## src/rtl/acc_dump_32.sv

```systemverilog
// Integrate-and-dump stage: sums Dump_Len+1 consecutive valid samples into a
// wide accumulator and emits one registered result per frame.
module acc_dump_32 #(
  parameter int unsigned LEN_W = 8,
  parameter int unsigned IN_W  = 32,
  parameter int unsigned ACC_W = 40
) (
  input  logic             clk,
  input  logic             rst,
  input  logic [IN_W-1:0]  In_Data,
  input  logic             In_Vld,
  input  logic [LEN_W-1:0] Dump_Len,
  input  logic             Flush,
  output logic [ACC_W-1:0] Out_Data,
  output logic             Out_Vld,
  output logic             Busy
);

  typedef enum logic {IDLE, ACC} state_t;

  state_t           state, state_nx;
  logic [ACC_W-1:0] acc, acc_nx;
  logic [ACC_W-1:0] out_data, out_data_nx;
  logic             out_vld, out_vld_nx;
  logic [LEN_W-1:0] cnt, cnt_nx;
  logic [LEN_W-1:0] len_q, len_nx;
  logic [ACC_W-1:0] in_ext;
  logic [ACC_W-1:0] sum;
  logic [LEN_W-1:0] cnt_inc;

  assign in_ext  = ACC_W'(In_Data);
  assign sum     = acc + in_ext;
  assign cnt_inc = cnt + LEN_W'(1);

  always_ff @(posedge clk) begin
    if (rst) begin
      state    <= IDLE;
      acc      <= '0;
      cnt      <= '0;
      len_q    <= '0;
      out_data <= '0;
      out_vld  <= 1'b0;
    end else begin
      state    <= state_nx;
      acc      <= acc_nx;
      cnt      <= cnt_nx;
      len_q    <= len_nx;
      out_data <= out_data_nx;
      out_vld  <= out_vld_nx;
    end
  end

  // Flush outranks both a new sample and a completing dump.
  always_comb begin
    state_nx    = state;
    acc_nx      = acc;
    cnt_nx      = cnt;
    len_nx      = len_q;
    out_data_nx = out_data;
    out_vld_nx  = 1'b0;
    if (Flush) begin
      state_nx = IDLE;
      acc_nx   = '0;
      cnt_nx   = '0;
    end else if (In_Vld) begin
      unique case (state)
        IDLE: begin
          len_nx = Dump_Len;
          acc_nx = in_ext;
          cnt_nx = '0;
          if (Dump_Len == '0) begin
            out_data_nx = in_ext;
            out_vld_nx  = 1'b1;
          end else begin
            state_nx = ACC;
          end
        end
        ACC: begin
          if (cnt_inc == len_q) begin
            out_data_nx = sum;
            out_vld_nx  = 1'b1;
            acc_nx      = '0;
            state_nx    = IDLE;
          end else begin
            acc_nx = sum;
            cnt_nx = cnt_inc;
          end
        end
        default: state_nx = IDLE;
      endcase
    end
  end

  assign Out_Data = out_data;
  assign Out_Vld  = out_vld;
  assign Busy     = (state == ACC);

endmodule
```

## config.mk

```make
export PLATFORM = sky130hd
export DESIGN_NAME = acc_dump_32
export DESIGN_NICKNAME = d
export VERILOG_FILES = /design/src/rtl/acc_dump_32.sv
export SDC_FILE = /design/constraint.sdc
export NUM_CORES = 1
export LEC_CHECK = 0
export ABC_AREA = 1
export CORE_ASPECT_RATIO = 1.4
export CORE_UTILIZATION = 30
export DETAILED_ROUTE_END_ITERATION = 16
export SYNTH_ARGS = -nofsm -noshare
export SYNTH_HDL_FRONTEND = slang
export SYNTH_SLANG_ARGS = --single-unit
```

## constraint.sdc

```tcl
create_clock -name clk -period 4.4 [get_ports clk]
set_clock_uncertainty 0.15 [all_clocks]
set_input_delay 0.88 -clock clk [delete_from_list [all_inputs] [get_ports clk]]
set_output_delay 0.88 -clock clk [all_outputs]
set_load 0.05 [all_outputs]
```

* Yosys cells after proc, flatten, opt, wreduce, memory -nomap -nowiden
Cells that the tools add are included.
Storage, ports and cells: register bits 98, input bits 44, logic and storage cells 34
Cells by class: $add $sub $neg 2, equal/unequal tests 4, multiplexer cells 13, bitwise operators 3, reductions and logical operators 6
Operators with widths (number):
- 40-bit case mux with 2 select lines | 2
- 40-bit two-way mux | 3
- 40-bit by 32-bit adder with 40-bit output | 1
- 8-bit case mux with 2 select lines | 1
- 8-bit by 1-bit adder with 8-bit output, second input constant | 1
- 8-bit == test | 1
- 8-bit logical NOT | 1
- 8-bit two-way mux | 1
- 1-bit two-way mux | 4
- 2-bit inequality test, second input constant | 2
- 1-bit case mux with 2 select lines | 2
- 4-bit AND reduction | 1
- 1-bit inverter | 3
- 3-bit AND reduction | 1
- 3-bit OR reduction | 1
- 2-bit by 1-bit inequality test with 1-bit output, second input constant | 1
- 2-bit AND reduction | 1
- 2-bit OR reduction | 1

* Logic depth before layout (Yosys ltp)
Gate-level depths: netlist of the first run.
word-level depth 4, gate-level depth with buffers 16, depth with buffers taken out 16

* Worst setup path after synthesis of the first run
OpenSTA, ideal clock, no wires.
kind in2reg, start point input port In_Data[0], end point register out_data[22] (netlist: Out_Data[22]), setup time 113 ps, arrival time 2539 ps, slack 1598 ps, cell stages on the path 13, buffers on the path 0, cells stage by stage ha_1 > fa_1 > nand3_1 > nand3_1 > nand2_1 > nand2_1 > nand2_1 > nand3_1 > or2_2 > nand2_1 > nand2_1 > nor2_1 > nor2_1
On the way: cells in the longest elaborated chain, start to end 3
Ends and longest elaborated chain:
- start: declaration | line 10 | input logic [IN_W-1:0] In_Data,
- 40-bit by 32-bit adder with 40-bit output | line 32 | assign sum = acc + in_ext;
- 40-bit two-way mux | line 79 | if (cnt_inc == len_q) begin
- 40-bit case mux with 2 select lines | line 66 | unique case (state)
- end signal: assignment | line 48 | out_data <= out_data_nx;
- end: declaration | line 23 | logic [ACC_W-1:0] out_data, out_data_nx;
Every way passes these cells. The select of a mux whose other input is x is not followed. A chain may end at the register's enable or synchronous reset.

* Worst setup path in the final report of the first run
start point input port In_Data[0], end point register acc[16]
On the way: cells in the longest elaborated chain, start to end 3
Ends and longest elaborated chain:
- 40-bit by 32-bit adder with 40-bit output | line 32
- 40-bit two-way mux | line 79
- 40-bit case mux with 2 select lines | line 66
- end signal: assignment | line 45 | acc <= acc_nx;
- end: declaration | line 22 | logic [ACC_W-1:0] acc, acc_nx;
Every way passes these cells.

==> results of run 1 <==
## critical path, stage by stage
cell and delay (ns):
clkdlybuf4s50_1 0.45, ha_1 0.30, fa_1 0.46, nand3_1 0.10, nand3_1 0.14, nand2_1 0.09
nand2_1 0.13, nand2_1 0.10, nand2_1 0.14, nand2_1 0.09, nand2_1 0.04, o21ai_0 0.29
nand3_1 0.12, a21oi_1 0.14
## report_power, final
| group | internal (W) | total [W] | switching, W |
|---|---|---|---|
| clock | 0.000401 | 0.000829 | 0.000428 |
| sequential | 0.000912 | 0.000927 | 0.0000152 |
| combinational | 0.000167 | 0.000485 | 0.000318 |
## kinds of logic after synthesis
kind of cell	share of synthesized area
xor+xnor	0.003539
flops	0.2642
fa+ha+maj	0.05830
compound gates	0.09587
buf+inv	0.1181
simple gates	0.4600
## worst max path at each step
stage	end	slack, ns	cells after the start
after floorplan	Out_Data[22]	1.60	13
after global placement	acc[11]	0.70	13
after detailed placement	acc[16]	0.69	14
after CTS	acc[16]	1.07	14
after global routing	acc[16]	0.84	14
final	acc[16]	1.06	14
## through the flow
step,utilization,hold WS [ns],cell area [sq um]
floorplan,-,0.2943,7426
global placement,0.3550,0.3027,8571
detailed placement,0.3550,0.3060,8571
CTS,0.3673,0.3187,8867
global route,0.3673,0.3432,8867
finish,0.3673,0.3142,8867
## registers in the layout, indices dropped and copies added (netlist names)
name / count
Out_Data: 40
acc: 40
cnt: 8
len_q: 8
Busy: 1
Out_Vld: 1
## layer usage
metal / share of wire / up-vias / track usage / wire (um)
met3: 0.034 / 30 / 0.02190 / 823
met5: 0 / - / 0 / 0
met1: 0.43 / 3569 / 0.2284 / 10420
li1: - / 4273 / - / -
met2: 0.51 / 161 / 0.3638 / 12370
met4: 0.025 / 0 / 0.07390 / 594
## cells in the final DEF (no fill, tap or decap), types with 3 or more instances in the layout
master             n
a21oi_1           89
and2_1             3
buf_4             11
clkbuf_16          9
clkdlybuf4s50_1   84
dfxtp_1           98
ha_1              33
inv_1            186
nand2_1          545
nand3_1           77
nand3b_1           6
nand4_1            9
nor2_1           184
nor3_1             4
o21a_1             3
o21ai_0           35
o21bai_1           5
or2_2              7
## cell type report
class	instances	area (sq um)	area share
multi-input combinational	1019	4587	0.5173
clock buffer	9	225.2	0.02540
timing repair buffer	96	928.4	0.1047
tap	310	387.9	0.04374
clock inverter	7	71.32	0.008043
inverter	188	705.7	0.07958
sequential	98	1962	0.2213
==> metrics.log, run 1 <==
INFO  metric clk_transition_reported_paths = 0.08 ns
INFO  metric syn_to_final_growth = 19.41%
INFO  metric global_placement_routability_congestion = 0.9740
INFO  metric grt.overflow.total = 0
INFO  metric synth-edff-count = 0
INFO  metric io-pin-count = 86
INFO  metric synth_ff_type = dfxtp_1
INFO  metric postSynthNetCount = 1420
INFO  metric min-delay-start = Out_Data[37]
INFO  metric ratio_of_routed_vias_to_standard_cells = 4.651
INFO  metric worst-endpoint-arrival = 3.48 ns
INFO  metric total_power = 0.002241 W
INFO  metric h_tree_depth = 3
INFO  metric regToRegStartpoint = cnt[0]
INFO  metric cts_tree = yes
INFO  metric initial_core_util = 0.3076
INFO  metric wl_per_cell = 14.02 um
INFO  metric drtPass1Iterations = 5
INFO  metric die_height = 188.2 um
INFO  metric timing.critical_path.required = 4.55 ns
INFO  metric ant_nets = 0
INFO  metric post-synth-top-area-cell = nand2_1
INFO  metric synth_largest_type_area_fraction = 0.2755
INFO  metric setup_viol_count_final = 0
INFO  metric min_to = Out_Data[37]
INFO  metric global_route.usage.total = 0.1969
INFO  metric ys_top_cells_by_area = nand2_1 28%, dfxtp_1 26%, inv_1 9.4%, nor2_1 9.3%, a21oi_1 6.0%
INFO  metric slew_headroom = 0.5154
INFO  metric report.final.slew_viol_count = 0
INFO  metric final.period_utilization = 0.7581
INFO  metric max_slew.worst_pin.slew = 0.7230 ns
INFO  metric post_cts_hold_buffer_count = 0
INFO  metric die_w = 135.0 um
INFO  metric cp-startpoint = In_Data[0]
INFO  metric final_critical_path_setup_slack = 1.064 ns
INFO  metric tritoncts_num_sinks = 98
INFO  metric min_delay_path_depth = 2
INFO  metric numCtsBuffers = 9
INFO  metric clock_insertion_delay_worst_skew = 0.37 ns
INFO  metric synthCells = 1342
INFO  metric routed_wirelength = 24210 um
INFO  metric drive_above_1_share = 0.03246
INFO  metric antenna_cells = 0
INFO  metric cap_viol_max_count = 0
INFO  metric powerDensity = 252.7 nW/um^2
INFO  metric postSynthRegisterBits = 98
INFO  metric dp_hpwl = 18970 um
INFO  metric finalNetCount = 1490
INFO  metric synth.top_cells.by_count = 545 x nand2_1, 186 x inv_1, 184 x nor2_1
INFO  metric synth-seq-area-share = 0.2642
INFO  metric ys_async_sr_fraction = 0
INFO  metric status = finished, final reports clean
INFO  metric core_area = 24140 sq um
INFO  metric critPathKind = primary input to flop
INFO  metric leakagePower = 4.462 nW
INFO  metric die_area = 25400 sq um
INFO  metric grt_start_max_net_pins = 48
INFO  metric port-buffer-count = 85
INFO  metric r2r_end = Out_Data[15]
INFO  metric post-cts-setup-buffers = 0
INFO  metric hold_class = flop to flop
INFO  metric syn-cell-area = 7426 sq um
INFO  metric period_minus_slack = 3.336 ns
INFO  metric remaining_design_rule_violation_count = 0
INFO  metric rsz0062_at_grt = no
INFO  metric synth_cell_types = 34
INFO  metric cts_resized = 0
INFO  metric stdcell_count = 1727
INFO  metric cts_max_path_buffers = 2
INFO  metric synth-warning-count = 0
INFO  metric fillCellCount = 2772
INFO  metric worst-r2r-setup-slack = 1.64 ns
INFO  metric final-hold-violation-count = 0
INFO  metric fmax = 299.8 MHz
INFO  metric antenna_found_initial = 0
INFO  metric grt_pass1_wl = 38800 um
INFO  metric setup.worst_path.end_class = flop
INFO  metric number_of_placement_rows = 67
INFO  metric synth_area_per_cell = 5.533 sq um
INFO  metric vias = 8033
INFO  metric grt_pass1_vias = 7694
INFO  metric vdd_drop_max = 0.1794 mV
INFO  metric worst_setup_path_start_kind = primary input
INFO  metric worstRegToRegCells = 16
INFO  metric post-synth-top-count-cell = nand2_1
INFO  metric worstPathMaxFanout = 5
INFO  metric fin_tns_setup = 0 ns
INFO  metric detail_route.iter0.violations = 382
INFO  metric post-place-cells = 1711
INFO  metric cts_root_buffer = clkbuf_16
INFO  metric pre_cts_ws = 0.6888 ns
Note: power is estimated with default switching activity, not from simulation.
==> run 2: changes to the inputs <==
==> constraint.sdc (replaced) <==
create_clock -name clk -period 2.8 [get_ports clk]
set_clock_uncertainty 0.15 [all_clocks]
set_input_delay 0.56 -clock clk [delete_from_list [all_inputs] [get_ports clk]]
set_output_delay 0.56 -clock clk [all_outputs]
set_load 0.05 [all_outputs]
==> run 2 against run 1 <==
First-iteration DRC count fell by 6.5%. Register-to-register slack got worse by 1.3 ns. Cell area is 11% higher. Sequential power increased by 57%. Combinational power is 89% higher. Hold slack about the same. Sequential share of layout area fell by 2.2 points. Clock-buffer cell count stayed put. Sequential cell count unchanged. Total power up 69%. Core utilization up 4.2 points. Die area did not move. Critical endpoint is now Out_Data[18]. Largest power group unchanged. Highest routed layer unchanged.
==> metrics.log, run 2 (synthesis gave the netlist of run 1 again) <==
INFO  metric remaining_design_rule_violation_count = 0
INFO  metric use_met2 = 0.3761
INFO  metric numCtsBuffers = 9
INFO  metric core_area = 24140 sq um
INFO  metric global_route.usage.total = 0.2127
INFO  metric min_delay_path_depth = 2
INFO  metric die_w = 135.0 um
INFO  metric vdd_drop_max = 0.2961 mV
INFO  metric global_placement_routability_congestion = 0.9309
INFO  metric die_area = 25400 sq um
INFO  metric worstRegToRegCells = 17
INFO  metric port-buffer-count = 85
INFO  metric grt_pass1_vias = 8261
INFO  metric grtUsageMet1 = 0.2415
INFO  metric most_common_library_cell_in_the_layout_ignoring_fill_and_taps = nand2_1
INFO  metric crit_family = simple AND/OR/NAND/NOR gates
INFO  metric routed_wirelength = 25920 um
INFO  metric detail_route.iter0.violations = 357
INFO  metric worst_path_largest_cell_delay = 0.45 ns
INFO  metric grt_start_max_net_pins = 42
INFO  metric cp.buffers_inverters = 3
INFO  metric initial_core_util = 0.3076
INFO  metric die_height = 188.2 um
INFO  metric leakagePower = 5.075 nW
INFO  metric fin_tns_setup = 0 ns
INFO  metric fillCellCount = 2670
INFO  metric fmax = 370.1 MHz
INFO  metric antenna_found_initial = 0
INFO  metric final-hold-violation-count = 0
INFO  metric timing.critical_path.required = 2.92 ns
INFO  metric stdcell_count = 1833
INFO  metric powerDensity = 383.8 nW/um^2
INFO  metric io-pin-count = 86
INFO  metric sequential_cell_area = 1962 sq um
INFO  metric hold_class = flop to flop
INFO  metric drtPass1Iterations = 5
INFO  metric worstSetupPathDepth = 13
INFO  metric dp_hpwl = 20310 um
INFO  metric critPathSlowestCell = clkdlybuf4s50_1
INFO  metric grt_pass1_wl = 41420 um
INFO  metric status = finished, final reports clean
INFO  metric slew_headroom = 0.6557
INFO  metric area_of_the_multi_input_gates = 4723 sq um
INFO  metric grt-busiest-layer = met2
INFO  metric tritoncts_num_sinks = 98
INFO  metric critPathKind = primary input to flop
INFO  metric worst-endpoint-arrival = 2.82 ns
INFO  metric syn_to_final_growth = 32.91%
INFO  metric cts_max_path_buffers = 2
INFO  metric worst_setup_path_start_kind = primary input
INFO  metric drive_above_1_share = 0.1215
INFO  metric ratio_of_routed_vias_to_standard_cells = 4.633
INFO  metric antenna_cells = 0
INFO  metric vias = 8492
INFO  metric critical_path.cell_chain = clkdlybuf4s50_1, buf_4, fa_1, buf_4, nand3_1, nand3_2, nand2_1, nand2_1, or2_2, nand3_1, nand2_1, nor2_1, nor2_1
INFO  metric max_slew.worst_pin.slew = 0.5149 ns
INFO  metric clk_transition_reported_paths = 0.07 ns
INFO  metric wl_per_cell = 14.14 um
INFO  metric cts_tree = yes
INFO  metric setup.worst_path.end_class = flop
INFO  metric setup_viol_count_final = 0
INFO  metric cts_root_buffer = clkbuf_16
INFO  metric grt.met3_usage = 0.03082
INFO  metric finalNetCount = 1596
INFO  metric h_tree_depth = 3
INFO  metric worstPathMaxFanout = 3
INFO  metric post_cts_hold_buffer_count = 0
INFO  metric period_minus_slack = 2.702 ns
INFO  metric final.period_utilization = 0.9651
INFO  metric post-place-cells = 1814
INFO  metric cap_viol_max_count = 0
INFO  metric clock_insertion_delay_worst_skew = 0.37 ns
INFO  metric number_of_placement_rows = 67
INFO  metric final_cell_mix = 538 x nand2_1, 186 x inv_1, 173 x nor2_1
INFO  metric worst-r2r-setup-slack = 0.30 ns
INFO  metric report.final.slew_viol_count = 0
INFO  metric grt.overflow.total = 0
INFO  metric ant_nets = 0
INFO  metric critPathMostFrequentCell = nand2_1
==> run 2: cell types whose count changed in the layout (fill, tap and decap cells not counted), sizes merged <==
cell and delta:
buf +107, clkdlybuf4s50 -4, dlymetal6s2s +3, bufinv +2
clkinvlp -2
==> run 2: tightest hold or removal path, stage by stage (launching register included) <==
cell,delay (ns)
dfxtp_1,0.31
nand2_1,0.06
a21oi_1,0.05
==> run 2: layout make-up <==
type,instances,area share
Multi-Input combinational cell,1019,0.4786
Sequential cell,98,0.1988
Timing Repair Buffer,202,0.1790
Inverter,188,0.07150
Tap cell,310,0.03930
Clock buffer,9,0.02282
Clock inverter,7,0.01002
==> run 2: layer usage <==
layer,share of wire,wire length [um],vias up
li1,-,-,4484
met1,0.42,10930,3774
met2,0.50,12860,173
met3,0.035,910,61
met4,0.047,1217,0
met5,0,0,-
==> run 2: final timing paths <==
| check | from | end |
|---|---|---|
| worst max-delay path | In_Data[1] | Out_Data[18] |
| worst min-delay path | Out_Data[33] | Out_Data[33] |
| worst max register to register | cnt[0] | Out_Data[8] |
| worst min register to register | Out_Data[33] | Out_Data[33] |
==> run 2: report_power, final <==
group | leakage, nW | internal [W] | switching [W] | total (W)
Sequential | 0.796 | 0.00143 | 0.0000269 | 0.00146
Combinational | 4.12 | 0.000371 | 0.000545 | 0.000915
Clock | 0.162 | 0.000793 | 0.000619 | 0.00141
==> run 2: what timing repair did <==
| item | in CTS | in global routing |
|---|---|---|
| endpoints found under the setup margin | 5 | 43 |
| buffers inserted | 0 | 3 |
| gates resized for setup | 4 | 35 |
| pin swaps | 0 | 4 |
| endpoints found under the hold margin | 0 | 0 |
==> run 2: per-stage QoR <==
step	cell area, sq um	util	hold WS (ns)	power [W]	setup WS (ns)
detailed placement	9366	0.3880	0.3077	0.002379	-0.5883
CTS	9694	0.4015	0.3194	0.003804	0.008449
global placement	9366	0.3880	0.3089	0.002375	-0.5548
floorplan	7426	-	0.2943	0.001990	0.3182
finish	9869	0.4088	0.3142	0.003788	0.09776
global route	9869	0.4088	0.3394	0.003979	-0.04843
==> patch: new RTL, flow settings as in run 2 <==
Reset style: asynchronous (`rst`), changed in one clocked block.
--- a/src/rtl/acc_dump_32.sv
+++ b/src/rtl/acc_dump_32.sv
@@ -34,3 +34,3 @@
 
-  always_ff @(posedge clk) begin
+  always_ff @(posedge clk or posedge rst) begin
     if (rst) begin
Behaviour: differs if rst is asserted again (counterexample within 4 cycles, from zero or initial values and one cycle with rst high); with rst held inactive, the same outputs for 4 cycles.
==> patch against run 2 <==
Worst setup slack improved by 0.044 ns. Global-route usage shrank 0.31 points. Area after synthesis up 2.0%. Via count shrank 3.3%. Sequential share of layout area increased by 4.4 points. Non-clock buffer count rose by 14. Sequential cell count did not move. Highest routed layer unchanged. Synthesized cell count shrank 8.6%. Cell area rose by 2.3%. Routed wire length shrank 0.59%.
Power is not compared: it rests on default switching activity, and its combinational part moved more than twofold at a synthesized area within 25%.
==> patch: results (changes against run 2) <==
Status
  • Outcome: completed (unchanged)

Logic synthesis
  • Top post-synthesis cells by area: dfrtp_1, nand2_1, inv_1 (was nand2_1, dfxtp_1, inv_1)
  • Synth Area in Adders: 5.72% (was 5.83%)
  • Sequential-to-total area share from yosys stat: 32.4% (was 26.4%)
  • Yosys cell types: 40 (was 34)
  • Post-synthesis mux area share: 0.446% (was 0%)
  • Compound-Gate Fraction of Synth Area: 6.58% (was 9.59%)
  • Synth async-reset ratio: 100% (was 0%)
  • Post-synth top flop: dfrtp_1 (was dfxtp_1)
  • Synthesized net count: 1,304 (was 1,420)
  • Synth cell count leaders: nand2_1, inv_1, nand3_1, dfrtp_1, nor2_1 (was nand2_1, inv_1, nor2_1, dfxtp_1, a21oi_1)
  • Xor-xnor portion of the synthesized cell area: 1.04% (was 0.354%)

Critical path
  • Reg2reg path depth: 12 (was 17)
  • Worst EP arrival: 2.76 ns (was 2.82 ns)
  • Reg2reg end: Out_Data[20] (was Out_Data[8])
  • Critical path fanouts, max: 4 (was 3)

Cells and area
  • Layout cells sized above 1: 13.3% (was 12.1%)
  • Non-Filler Instances: 1,746 (was 1,833)
  • Fillcell total: 2,644 (was 2,670)
  • Layout Nets: 1,504 (was 1,596)

Routing
  • DRT iter0 DRCs: 381 (was 357)
  • Drt total wl: 25,800 µm (was 25,900 µm)
  • Vias: 8,208 (was 8,492)
  • First-pass iteration count of the detailed router: 6 (was 5)

Global routing
  • Largest net degree at the start of global routing: 48 (was 42)
  • Vias in the first global route: 8,286 (was 8,261)
  • First-pass GRT wire length: 41,800 µm (was 41,400 µm)
  • Initial antenna violation count: 0 (unchanged)
  • Total track usage: 21.0% (was 21.3%)

Placed design
  • Gp weighted congestion: 0.970 (was 0.931)
  • Post-DP HPWL: 20,600 µm (was 20,300 µm)

Clock tree
  • Deepest clock path buffer count: 2 (unchanged)

Timing
  • Min Hold Slack: 0.328 ns (was 0.314 ns)
  • Worst-margin pin slew: 0.563 ns (was 0.515 ns)

Worst hold path
  • HP Start: Out_Data[36] (was Out_Data[33])
  • Hold EP: Out_Data[36] (was Out_Data[33])
-- patch: cell types whose count changed after synthesis, sizes merged, moves of 22 or more --
cell / before / now
nand3: 79 / 107
a21oi: 89 / 38
nor2: 187 / 89
inv: 188 / 159
dfxtp: 98 / 0
nand2: 547 / 569
dfrtp: 0 / 98
-- patch: logic make-up (layout without fill, tap and decap cells) --
group,Yosys count,count (layout)
flip-flops,98,98
buffers and inverters,187,392
AND/OR/NAND/NOR,802,802
adder cells (fa/ha/maj),34,34
multiplexers,3,3
AO/OA/AOI/OAI,93,93
XOR/XNOR,9,9
-- patch: worst max-delay path, cell delays in order --
cell	delay, ns
clkdlybuf4s50_1	0.43
ha_1	0.23
fa_1	0.39
nand2_1	0.10
nand3_1	0.10
nand3_1	0.09
nand2_1	0.12
nand2_1	0.08
nand2_1	0.13
nand2_2	0.14
nand3b_1	0.08
nand3_1	0.13
nand2_1	0.06
nand2_1	0.06
nand2_1	0.04
-- patch: area by class of cell --
class                           count  area share (%)
Multi-Input combinational cell    941            44.1
Sequential cell                    98            24.3
Timing Repair Buffer              216            18.7
Inverter                          160            5.98
Tap cell                          315            3.90
Clock buffer                        9            2.23
Clock inverter                      7           0.855
-- patch: where the power goes --
| group | leakage (nW) | internal (W) | switching [W] | total [W] |
|---|---|---|---|---|
| registers | 1.31 | 0.00154 | 0.0000824 | 0.00162 |
| logic | 4.07 | 0.000828 | 0.00117 | 0.00200 |
| clock network | 0.150 | 0.000640 | 0.000678 | 0.00132 |
| total | 5.53 | 0.00301 | 0.00193 | 0.00494 |
-- patch: layer usage --
| layer | global-route usage, % | wire, µm | vias up |
|---|---|---|---|
| met3 | 2.42 | 810 | 51 |
| met4 | 9.40 | 931 | 0 |
| met5 | 0 | 0 | - |
| met1 | 23.8 | 10700 | 3771 |
| met2 | 38.6 | 13300 | 162 |
| li1 | - | - | 4224 |
-- patch: per-stage QoR --
step | instance area (µm²) | worst slack [ns]
3_3_place_gp | 9700 | -0.248
4_1_cts | 10000 | 0.0912
5_1_grt | 10100 | -0.00634
6_report | 10100 | 0.142
3_5_place_dp | 9700 | -0.284
2_1_floorplan | 7580 | 0.398
-- patch: worst max-delay path by stage --
stage	from	to	slack [ns]
2_1_floorplan	In_Data[0]	Out_Data[20]	0.40
3_3_place_gp	In_Data[22]	Out_Data[33]	-0.25
3_5_place_dp	In_Data[1]	Out_Data[15]	-0.28
4_1_cts	In_Data[1]	Out_Data[15]	0.09
5_1_grt	In_Data[7]	acc[33]	-0.006
6_report	In_Data[0]	Out_Data[28]	0.14
-- patch: repair_timing --
| action | in CTS | in global routing |
|---|---|---|
| setup endpoints to repair | 0 | 30 |
| gates resized for setup | 0 | 18 |
| buffers inserted | 0 | 1 |
